$ cat config.mk
export PLATFORM = sky130hd
export DESIGN_NAME = snake_tick_sched
export DESIGN_NICKNAME = d
export VERILOG_FILES = /design/src/rtl/snake_tick_sched.sv
export SDC_FILE = /design/constraint.sdc
export NUM_CORES = 1
export LEC_CHECK = 0
export BUFFER_PORTS_ARGS = -buffer_cell sky130_fd_sc_hd__buf_2
export CAP_MARGIN = 20
export CORE_MARGIN = 10
export CORE_UTILIZATION = 44
export CTS_CLUSTER_DIAMETER = 120
export CTS_CLUSTER_SIZE = 8
export DETAILED_ROUTE_END_ITERATION = 10
export GPL_TIMING_DRIVEN = 0
export PLACE_DENSITY = 0.67
export SYNTH_ARGS = -nofsm -noshare
export SYNTH_HDL_FRONTEND = slang
export SYNTH_SLANG_ARGS = --single-unit
export TNS_END_PERCENT = 10
$ cat constraint.sdc
create_clock -name clk -period 4.41 [get_ports clk]
set_input_delay 0.2205 -clock clk [delete_from_list [all_inputs] [get_ports clk]]
set_output_delay 0.2205 -clock clk [all_outputs]
set_load 0.02 [all_outputs]
$ cat src/rtl/snake_tick_sched.sv
// snake_tick_sched: game-tick scheduler for the snake body.
// Sequences the move unit, the body FIFO and the food generator on every tick.
// It keeps a 128-cell occupancy map and a saturating growth counter.
// Optional build macro SNAKE_SELF_COLLIDE_EN lets CHECK end the game on a
// self-collision. When the macro is undefined, CHECK always proceeds to PUSH.
module snake_tick_sched #(
   parameter int unsigned INIT_LEN  = 3,   // 1..MAX_LEN
   parameter int unsigned MAX_LEN   = 64,  // 2..128
   parameter int unsigned GROW_STEP = 1    // cells added per food, <= 255
) (
   input  logic       clk,
   input  logic       reset,
   input  logic       tick,
   input  logic       start,
   input  logic [7:0] headPos,
   input  logic [7:0] tailPos,
   input  logic [7:0] foodPos,
   output logic       moveEn,
   output logic       wrreq,
   output logic       rdreq,
   output logic       fifoClr,
   output logic       foodReq,
   output logic [7:0] length,
   output logic       running,
   output logic       gameOver
);

   typedef enum logic [3:0] {
      IDLE, CLR, INIT, RUN, MOVE, SETTLE, POP, CHECK, PUSH, OVER
   } state_t;

   state_t        state_q, state_d;
   logic [127:0]  occ_q, occ_d;
   logic [7:0]    length_q, length_d;
   logic [7:0]    pend_q, pend_d;
   logic          moveEn_q, wrreq_q, rdreq_q, fifoClr_q, foodReq_q;

   logic [6:0]    head_idx, tail_idx;
   logic          pop_now;
   logic [8:0]    grow_sum;
   logic          unused_tail_y3;

   // Positions are {x[3:0], y[3:0]}; rows 8..15 fold onto 0..7 via y[2:0].
   assign head_idx       = {headPos[2:0], headPos[7:4]};
   assign tail_idx       = {tailPos[2:0], tailPos[7:4]};
   assign unused_tail_y3 = tailPos[3];

   assign pop_now  = (pend_q == 8'd0) || (length_q == 8'(MAX_LEN));
   assign grow_sum = {1'b0, pend_q} + 9'(GROW_STEP);

   // Next-state logic for the game/tick sequencer.
   always_comb begin
      state_d = state_q;
      case (state_q)
         IDLE:    if (start) state_d = CLR;
         CLR:     state_d = INIT;
         INIT:    state_d = RUN;
         RUN:     if (tick) state_d = MOVE;
         MOVE:    state_d = SETTLE;
         SETTLE:  state_d = POP;
         POP:     state_d = CHECK;
`ifdef SNAKE_SELF_COLLIDE_EN
         CHECK:   state_d = occ_q[head_idx] ? OVER : PUSH;
`else
         CHECK:   state_d = PUSH;
`endif
         PUSH:    state_d = RUN;
         OVER:    if (start) state_d = CLR;
         default: state_d = IDLE;
      endcase
   end

   // Body bookkeeping: each state's effect commits on the edge leaving it,
   // so CHECK already sees the tail cell vacated by POP.
   always_comb begin
      occ_d    = occ_q;
      length_d = length_q;
      pend_d   = pend_q;
      case (state_q)
         CLR: begin
            occ_d    = '0;
            length_d = '0;
            pend_d   = '0;
         end
         INIT: begin
            occ_d[head_idx] = 1'b1;
            length_d        = 8'd1;
            pend_d          = 8'(INIT_LEN - 1);
         end
         POP: begin
            if (pop_now) begin
               // At full length any pending growth is discarded.
               occ_d[tail_idx] = 1'b0;
               pend_d          = '0;
            end else begin
               pend_d   = pend_q - 8'd1;
               length_d = length_q + 8'd1;
            end
         end
         PUSH: begin
            occ_d[head_idx] = 1'b1;
            if (foodReq_q) pend_d = grow_sum[8] ? 8'hFF : grow_sum[7:0];
         end
         default: ;
      endcase
   end

   // State and body registers with synchronous active-low reset.
   always_ff @(posedge clk) begin
      if (!reset) begin
         state_q  <= IDLE;
         occ_q    <= '0;
         length_q <= '0;
         pend_q   <= '0;
      end else begin
         state_q  <= state_d;
         occ_q    <= occ_d;
         length_q <= length_d;
         pend_q   <= pend_d;
      end
   end

   // Strobes are registered from the upcoming state so they are high for
   // exactly the clk spent in that state; the food match is taken in CHECK.
   always_ff @(posedge clk) begin
      if (!reset) begin
         moveEn_q  <= 1'b0;
         wrreq_q   <= 1'b0;
         rdreq_q   <= 1'b0;
         fifoClr_q <= 1'b0;
         foodReq_q <= 1'b0;
      end else begin
         moveEn_q  <= (state_d == MOVE);
         wrreq_q   <= (state_d == INIT) || (state_d == PUSH);
         rdreq_q   <= (state_d == POP) && pop_now;
         fifoClr_q <= (state_d == CLR);
         foodReq_q <= (state_d == PUSH) && (headPos == foodPos);
      end
   end

   assign moveEn   = moveEn_q;
   assign wrreq    = wrreq_q;
   assign rdreq    = rdreq_q;
   assign fifoClr  = fifoClr_q;
   assign foodReq  = foodReq_q;
   assign length   = length_q;
   assign running  = (state_q == RUN)    || (state_q == MOVE)  ||
                     (state_q == SETTLE) || (state_q == POP)   ||
                     (state_q == CHECK)  || (state_q == PUSH);
   assign gameOver = (state_q == OVER);

endmodule

==> After elaboration in Yosys (flattened, before gate mapping) <==
Cells that the tools add are included.
{ "word_totals": {"register_bits": 25, "latchBits": 0, "ramBits": 0, "romBits": 0, "output_inout_bits": 15, "n_memories": 0} }
{ "classes": {"addsub": 3, "n_mul": 0, "n_div": 0, "magnitude_cmp": 0, "n_eq_ne": 18, "shift": 0, "muxes": 9, "bitwise": 0, "reduce_logical": 17} }
{ "op_table": {"columns": ["operator", "count"], "rows": [
  ["$mux 8", 4],
  ["$pmux 4 s8", 1],
  ["$pmux 8 s4", 1],
  ["$eq 4x3->1 const B", 6],
  ["$pmux 8 s3", 1],
  ["$eq 4x2->1 const B", 3],
  ["$eq 4x4->1 const B", 3],
  ["$add 8x1->9 const B", 1],
  ["$add 8x1->8 const B", 1],
  ["$eq 4x1->1 const B", 2],
  ["$eq 8x7->1 const B", 1],
  ["$eq 8x8->1", 1],
  ["$logic_not 8->1", 1],
  ["$mux 4", 2],
  ["$sub 8x1->8 const B", 1],
  ["$logic_or 1x1->1", 7],
  ["$logic_not 4->1", 1],
  ["$ne 2x2->1 const B", 2],
  ["$reduce_and 2->1", 2],
  ["$reduce_bool 4->1", 1],
  ["$reduce_or 2->1", 2],
  ["$reduce_bool 3->1", 1],
  ["$logic_and 1x1->1", 2]
]} }

==> Depth between registers and ports, before layout <==
Gate-level depths: netlist (run 1).
{ "depth": {"word_depth": 6, "depth_mapped": 9} }

==> Least setup slack after synthesis (run 1) <==
OpenSTA, ideal clock, no wires.
{ "synth_path": {"kind": "flip-flop to flip-flop", "from": "register pend_q[0]", "to": "register length_q[3], in the netlist length[3]", "setup_time_ns": 0.070, "arrival_ns": 1.865, "t_required_ns": 4.340, "setup_slack_ns": 2.475, "stages_incl_launch_ff": 10, "n_path_buf": 2, "cell_sequence": "dfxtp_1 -> clkbuf_1 -> inv_1 -> ha_1 -> nor4b_4 -> nand2_1 -> a21oi_1 -> buf_2 -> or4_1 -> a21oi_1"} }
{ "synth_via": {"elab_chain_len": 4} }
{ "synth_lines": {"columns": ["item", "line_no", "rtl"], "rows": [
  ["start, declared", "35", "logic [7:0] pend_q, pend_d;"],
  ["start signal, assigned", "119", "pend_q <= pend_d;"],
  ["$logic_not 8->1", "48", "assign pop_now = (pend_q == 8'd0) || (length_q == 8'(MAX_LEN));"],
  ["$logic_or 1x1->1", "48", null],
  ["$ne 2x2->1 (no line)", null, null],
  ["$reduce_and 2->1 (no line)", null, null],
  ["end signal, assigned", "118", "length_q <= length_d;"],
  ["end, declared", "34", "logic [7:0] length_q, length_d;"]
]} }
Every way passes these cells.
A chain may end at the register's enable or synchronous reset.

==> Final worst setup path (run 1) <==
{ "layout_path": {"from": "register pend_q[0]", "to": "register length_q[5], in the netlist length[5]"} }
The elaborated chain is that of the path after synthesis.

==> results of run 1 <==
-- final timing paths --
kind / from / end / slack [ns] / cells after the start
setup / recovery: pend_q[0] / length[5] / 2.15 / 9
setup reg to reg: pend_q[0] / length[5] / 2.15 / 9
hold reg to reg: length[7] / length[7] / 0.51 / 2
hold / removal: headPos[7] / foodReq / 0.22 / 4
-- logic make-up after synthesis --
family / synth area share
and+or+nand+nor: 0.316
AOI/OAI and AO/OA: 0.258
buffers and inverters: 0.0691
muxes: 0.00537
adders and majority gates: 0.0268
xor gates and xnor gates: 0.0563
DFF: 0.268
-- layer usage --
layer / up-vias / routed length (um) / share of wire / global-route usage
li1: 975 / - / - / -
met1: 930 / 2320 / 0.46 / 0.173
met2: 57 / 2520 / 0.50 / 0.230
met3: 2 / 228 / 0.045 / 0.0296
met4: 0 / 13 / 0.0026 / 0.0225
met5: - / 0 / 0 / 0
-- critical path, stage by stage (launching register included) --
cell,delay (ns)
dfxtp_1,0.34
clkbuf_1,0.29
inv_1,0.11
ha_1,0.29
nor4b_4,0.17
nand2_1,0.11
a21oi_1,0.09
buf_2,0.18
or4_1,0.47
a21oi_1,0.15
-- sequential cells by signal, indices dropped and copies added, names as in the netlist --
| register | cells |
|---|---|
| length | 8 |
| pend_q | 8 |
| state_q | 4 |
| fifoClr | 1 |
| foodReq | 1 |
| moveEn | 1 |
| rdreq | 1 |
| wrreq | 1 |
-- power breakdown --
part | internal (uW) | switching [uW] | leakage (uW)
clock | 66.5 | 86.2 | 0.0000261
sequential | 231 | 5.37 | 0.000202
combinational | 50.6 | 72.0 | 0.000653
total | 349 | 164 | 0.000881
-- layout make-up --
class | count | area share
multi-input cells | 193 | 0.575
inverters | 9 | 0.0157
plain buffers | 16 | 0.0443
flip-flops and latches | 25 | 0.233
repair buffers | 34 | 0.0792
clock buffers | 3 | 0.0192
clock inverters | 1 | 0.00408
well taps | 50 | 0.0291
-- cell usage in the layout (no fill, tap or decap), drive strengths merged, types with 2 or more instances in the layout --
cell type  count
clkbuf         8
nand2b         2
o31ai          7
a31oi          4
or4            5
ha             4
a22o           4
buf           45
dfxtp         25
nor4           2
nand4          5
nand3         14
o311ai         2
and3b          2
xnor2         11
or2            2
o21ai         22
o21a           2
a22oi          3
o221ai         2
o22ai          3
nor2          18
and3           5
a21oi         22
nand2         18
inv           10
and2           5
nor3           7
nor2b          5
-- metrics by stage --
stage               setup WS (ns)  area [um^2]  instances  hold WS [ns]  power (uW)
CTS                          2.19         2150        331         0.217         518
global placement             2.26         2100        327         0.487         362
global route                 1.94         2150        331         0.231         537
floorplan                    2.48         1870        243         0.357         328
detailed placement           2.23         2100        327         0.497         363
finish                       2.15         2150        331         0.221         512
==> flow_summary.ini, run 1 <==
[outcome]
status = completed

[global_route]
grt_max_degree = 17
grt_pass1_wl_um = 8590
antenna_found_initial = 0
grt_usage = 0.136
overflow = 0
grt_pass1_vias = 1879

[logic_synthesis]
synth_edf_count = 0
synthCells = 243
synth.top_cell.area_share = 0.268
synth_commonest_cells = 25 x dfxtp_1, 22 x a21oi_1, 21 x o21ai_0
yosysMostFrequentCell = dfxtp_1
syn_area_um2 = 1870
synth-seq-cells = 25
synthDistinctLibCells = 56
synthesis.nets = 275
yosys_warnings = 0
seq_area_frac_synth = 0.268
async_flop_share = 0
synth_flop_cell = dfxtp_1
syn_area_per_cell_um2 = 7.68
synth.largest_area_cell = dfxtp_1
synth.top_cells.by_area = dfxtp_1 27%, a21oi_1 5.9%, o21ai_0 5.6%

[floorplanning]
rows = 23
dieWidth_um = 85.1
die_h_um = 85.1
io-pin-count = 43
core_region_area_um2 = 4060
initial_utilization = 0.460
die_area_um2 = 7240

[timing]
tns_ns = 0
finalSetupViolCount = 0
fin_skew_ns = 0.00491
fin_crit_sh = 0.514
timing.slew.headroom = 0.528
worst_pin_slew_ns = 0.703
hold_viol = 0
rsz0062_at_grt = false
layout_min_cycle_time_ns = 2.26
drv_slew = 0
fmax_mhz = 442

[run]
cap_violations = 0

[detailed_routing]
wl_per_cell_um = 15.4
drc = 0
drtAntennaViolNets = 0
viasPerCell = 5.93
drt-initial-drc-count = 101
via_count = 1964
first_pass_iters = 4
wirelength_um = 5080

[cells_and_area]
area_delta_synth_final_pct = 15.2
nFillCells = 398
final-seq-area_um2 = 500
fin_nets = 314
multiInputGateArea_um2 = 1240
utilization = 0.529
num_antenna_cells = 0
drive_above_1_share = 0.224

[pwr]
p_leak_uw = 0.000881
ir_worst_vdd_mv = 0.207
powerDensity_nw_per_um2 = 238

[clock_network]
cts_root_buffer = clkbuf_8
cts_tree = done
cts_buffer_depth = 2
post_cts.resized_instances = 0
cts_setup_buffers = 0
postCtsHoldBufs = 0
cts_buffers = 3
clk_pin_slew_worst_paths_ns = 0.10
cts_max_level = 1
clock-sinks = 25
clkLatencyLatePin_ns = 0.28

[setup_path]
critPathRequiredTime_ns = 4.63
start_kind = flop
endpoint_kind = flop
crit_type = flop to flop
critPathArrivalTime_ns = 2.48
worstPathMaxFanout = 10

[placement]
gp_congestion = 0.910
dp_hpwl_um = 3850
io_buffers = 34

[min_path]
hp-class = input pin to flop
Power figures use the tool's default switching activity.
==> run 2: changes to the inputs <==
PLACE_DENSITY = 0.7   (was 0.67)
clock period = 1.9 ns   (was 4.41 ns; I/O delays follow)
==> run 2 against run 1 <==
  * Maximum frequency is 23% higher
  * Clock power grew 140%
  * Count of clock-buffer cells in the layout unchanged
  * Core utilization up 1.5 points
  * Design area rose by 2.9%
  * Critical path depth unchanged
  * Cell count rose by 0.91%
  * First-iteration DRC count rose by 63%
  * Highest routed layer unchanged
==> flow_summary.ini, run 2 (same netlist as run 1, synthesis figures left out) <==
[outcome]
status = completed

[floorplanning]
die_area_um2 = 7240
core_region_area_um2 = 4060
initial_utilization = 0.460
io-pin-count = 43
dieWidth_um = 85.1
die_h_um = 85.1
rows = 23

[clock_network]
cts_tree = done
cts_root_buffer = clkbuf_8
clk_pin_slew_worst_paths_ns = 0.11
clkLatencyLatePin_ns = 0.29
clock-sinks = 25
cts_max_level = 1
cts_buffers = 3
cts_buffer_depth = 2

[cells_and_area]
drive_above_1_share = 0.264
final_area_um2 = 2210
nFillCells = 393
multiInputGateArea_um2 = 1250
layout_commonest_cell = buf_2
stdcell_count = 334
layout_common_cells = 40 x buf_2, 22 x dfxtp_1, 21 x a21oi_1, 21 x o21ai_0, 17 x nand2_1
final-seq-area_um2 = 504
area_delta_synth_final_pct = 18.5
num_antenna_cells = 0
fin_nets = 317

[placement]
dp_hpwl_um = 3820
placed_cell_area_um2 = 2100
io_buffers = 34
dp.cells = 327
gp_congestion = 0.896

[setup_path]
regToRegEndpoint = length[3]
endpoint_kind = flop
r2r_start = pend_q[0]
worstPathMaxFanout = 10
crit_type = flop to flop
r2r_setup_slack_ns = 0.06
critPathRequiredTime_ns = 2.13
reg2reg_depth = 9
start_kind = flop
critPathArrivalTime_ns = 2.07
critPathSlowestCell = or4_1
slowest_delay_ns = 0.46
crit_chain = buf_8, inv_4, ha_4, nor4b_4, nand2_2, a21oi_2, buf_4, or4_1, a21oi_1

[global_route]
grt_pass1_vias = 1901
overflow = 0
grt_usage = 0.138
grt_pass1_wl_um = 8560
antenna_found_initial = 0
grt_max_degree = 17

[pwr]
total_power_uw = 1210
p_leak_uw = 0.000908
powerDensity_nw_per_um2 = 547
ir_worst_vdd_mv = 0.344

[min_path]
holdPathEnd = foodReq
hold_depth = 4
hp-start = headPos[7]
hp-class = input pin to flop

[detailed_routing]
drt-initial-drc-count = 165
via_count = 1978
first_pass_iters = 4
drc = 0
wl_per_cell_um = 15.8
viasPerCell = 5.92
drtAntennaViolNets = 0
wirelength_um = 5280

[timing]
worst_pin_slew_ns = 0.719
fmax_mhz = 544
layout_min_cycle_time_ns = 1.84
timing.slew.headroom = 0.517
hold_viol = 0
drv_slew = 0
fin_skew_ns = 0.0105
finalSetupViolCount = 0
fin_crit_sh = 0.968

[run]
cap_violations = 0
-- run 2: how the worst max path moves through the flow --
stage / endpoint / startpoint / depth (start not counted)
floorplan: length[3] / pend_q[0] / 9
global placement: pend_q[2] / pend_q[0] / 8
detailed placement: length[2] / pend_q[0] / 9
CTS: length[3] / pend_q[0] / 9
global route: length[6] / pend_q[0] / 9
finish: length[3] / pend_q[0] / 9
-- run 2: critical path, delay by kind of cell (launching register included) --
kind                       cells  cell delay [ns]
AOI/OAI and AO/OA              2             0.22
DFF                            1             0.36
adders and majority gates      1             0.17
buffers and inverters          3             0.33
and+or+nand+nor                3             0.69
-- run 2: metal layers --
metal / vias to the layer above / wire (um) / track usage
met1: 915 / 2470 / 0.171
met5: - / 0 / 0
li1: 976 / - / -
met3: 9 / 376 / 0.0373
met4: 0 / 81 / 0.0629
met2: 78 / 2350 / 0.215
-- run 2: through the flow --
stage	hold WS, ns	utilization	setup slack, ns	setup TNS (ns)
2_1_floorplan	0.231	-	0.0466	0
3_3_place_gp	0.403	0.517	-0.179	-1.01
3_5_place_dp	0.405	0.517	-0.179	-1.18
4_1_cts	0.0977	0.541	0.00798	0
5_1_grt	0.101	0.545	-0.00708	-0.00708
6_report	0.0949	0.545	0.0616	0
-- run 2: final cells by class --
class                           count  share of cell area
Inverter                            9              0.0164
Sequential cell                    25               0.228
Multi-Input combinational cell    193               0.568
Buffer                             16              0.0498
Clock inverter                      1             0.00396
Tap cell                           50              0.0283
Timing Repair Buffer               37              0.0872
Clock buffer                        3              0.0187
-- run 2: what timing repair did --
| item | CTS | global route |
|---|---|---|
| resized for setup | 9 | 7 |
| pin swaps | 1 | 3 |
| buffers inserted | 2 | 1 |
| hold buffers | 0 | 0 |
| setup endpoints to repair | 9 | 8 |
| endpoints found under the hold margin | 0 | 0 |
-- run 2: power by group --
group	switching (uW)	internal (uW)
clock	212	155
combinational	173	120
sequential	12.1	538
==> run 3: changes to the inputs <==
clock period = 1.6 ns   (was 1.9 ns; I/O delays follow)
==> run 3 against run 2 <==
  * The run now ends with setup timing left
  * First-iteration DRC count shrank 21%
  * Non-clock buffer count rose by 7
  * Maximum frequency shrank 0.74%
  * Core utilization rose by 3.6 points
  * Power rose by 19%
  * Clock power up 15%
  * Combinational power is 27% higher
  * Global-route usage up 0.47 points
  * Largest cell class unchanged
  * Highest routed layer unchanged
==> flow_summary.ini, run 3 (same netlist as run 1, synthesis figures left out) <==
[setup_path]
regToRegEndpoint = pend_q[6]
critPathRequiredTime_ns = 1.78
slowest_delay_ns = 0.48
critPathArrivalTime_ns = 2.04
critPathCapture = pend_q[6]
critPathSlowestCell = or4b_4
crit_type = flop to flop
worstPathMaxFanout = 3
crit_chain = buf_8, inv_4, ha_4, buf_6, or4b_4, o21ai_2, nand2_1, o2bb2ai_2, a22o_1
r2r_setup_slack_ns = -0.25
worstSetupStartpoint = pend_q[0]
endpoint_kind = flop
reg2reg_depth = 9
r2r_start = pend_q[0]
start_kind = flop

[clock_network]
cts_buffers = 3
cts_max_level = 1
clock-sinks = 25
cts_tree = done
postCtsHoldBufs = 0
cts_root_buffer = clkbuf_8
cts_buffer_depth = 2
clk_pin_slew_worst_paths_ns = 0.10
clkLatencyLatePin_ns = 0.28

[min_path]
hp-class = input pin to flop

[detailed_routing]
wirelength_um = 5450
first_pass_iters = 5
viasPerCell = 5.92
drtAntennaViolNets = 0
via_count = 2019
drc = 0
wl_per_cell_um = 16.0
drt-initial-drc-count = 130

[placement]
placed_cell_area_um2 = 2140
io_buffers = 34
pre_cts_ws_ns = -0.322
dp_hpwl_um = 3890
gp_congestion = 0.916

[timing]
rsz0062_at_grt = true
fmax_mhz = 540
fin_crit_sh = 1.16
layout_min_cycle_time_ns = 1.85
hold_viol = 0
finalSetupViolCount = 15
fin_skew_ns = 0.00323
drv_slew = 0
worst_pin_slew_ns = 0.794
timing.slew.headroom = 0.466
fin_ws_ns = -0.252

[floorplanning]
io-pin-count = 43
rows = 23
core_region_area_um2 = 4060
die_h_um = 85.1
initial_utilization = 0.460
die_area_um2 = 7240
dieWidth_um = 85.1

[outcome]
status = finished with violations
violations = setup timing

[global_route]
grt_usage = 0.142
grt_max_degree = 17
grt_pass1_wl_um = 8940
antenna_found_initial = 0
use_met1 = 0.186
grt.met3_usage = 0.0306
overflow = 0
grt_pass1_vias = 1917
met2_usage = 0.232
busiest_layer = met2

[cells_and_area]
fin_nets = 324
drive_above_1_share = 0.326
num_antenna_cells = 0
area_delta_synth_final_pct = 26.4
nFillCells = 376
layout_common_cells = 36 x buf_2, 20 x dfxtp_1, 19 x a21oi_1, 19 x o21ai_0, 16 x nand2_1
layout_commonest_cell = buf_2
final_area_um2 = 2360

[pwr]
combinationalPowerShare = 0.258
switchingPower_uw = 461
p_seq_frac = 0.450
p_sw_frac = 0.319
powerDensity_nw_per_um2 = 613
p_leak_uw = 0.000971
internal_power_uw = 983
ir_worst_vdd_mv = 0.632
clock_power_share = 0.291

[run]
cap_violations = 0
## run 3: cell count changes in the layout (fill, tap and decap cells not counted), sizes merged
cell  delta
buf      +7
## run 3: repair_timing
item / CTS / global route
gates resized for setup: 16 / 20
setup buffers: 6 / 4
pin swaps: 9 / 6
endpoints found under the setup margin: 20 / 20
## run 3: area by class of cell
cell class / count / area, um^2 / area share
multi-input combinational: 193 / 1310 / 0.557
sequential: 25 / 512 / 0.217
timing repair buffer: 44 / 258 / 0.109
buffer: 16 / 125 / 0.0531
tap: 50 / 62.6 / 0.0265
clock buffer: 3 / 41.3 / 0.0175
inverter: 9 / 36.3 / 0.0154
clock inverter: 1 / 8.76 / 0.00372
## run 3: worst max-delay path, delay by kind of cell, from the launching register on
kind | cells | cell delay (ns)
AOI/OAI and AO/OA | 3 | 0.46
adders and majority gates | 1 | 0.14
buffers and inverters | 3 | 0.26
DFF | 1 | 0.34
and+or+nand+nor | 2 | 0.57
## run 3: per-layer routing
layer / share of wire / vias to the layer above
li1: - / 995
met1: 0.46 / 950
met2: 0.48 / 67
met3: 0.050 / 7
met4: 0.0088 / 0
met5: 0 / -
## run 3: through the flow
stage	util	cells	power (uW)	hold slack [ns]	TNS, ns
after floorplan	-	243	906	0.216	-0.587
after CTS	0.561	337	1430	0.0689	-2.18
after global placement	0.526	327	999	0.379	-2.41
final	0.581	341	1440	0.0770	-2.01
after global routing	0.581	341	1510	0.108	-3.65
after detailed placement	0.526	327	1000	0.381	-2.66
## run 3: how the worst min path moves through the flow
| stage | slack (ns) | depth (start not counted) | from | to |
|---|---|---|---|---|
| after floorplan | 0.22 | 1 | reset | state_q[0] |
| after global placement | 0.38 | 4 | headPos[7] | foodReq |
| after detailed placement | 0.38 | 4 | headPos[7] | foodReq |
| after CTS | 0.07 | 4 | headPos[7] | foodReq |
| after global routing | 0.11 | 4 | headPos[7] | foodReq |
| final | 0.08 | 4 | headPos[7] | foodReq |
## run 3: power groups by stage
stage | Clock (uW) | Sequential, uW | Combinational (uW)
2_1_floorplan | 0 | 675 | 231
3_3_place_gp | 0 | 667 | 331
3_5_place_dp | 0 | 667 | 335
4_1_cts | 433 | 653 | 346
5_1_grt | 444 | 652 | 414
6_report | 421 | 650 | 373
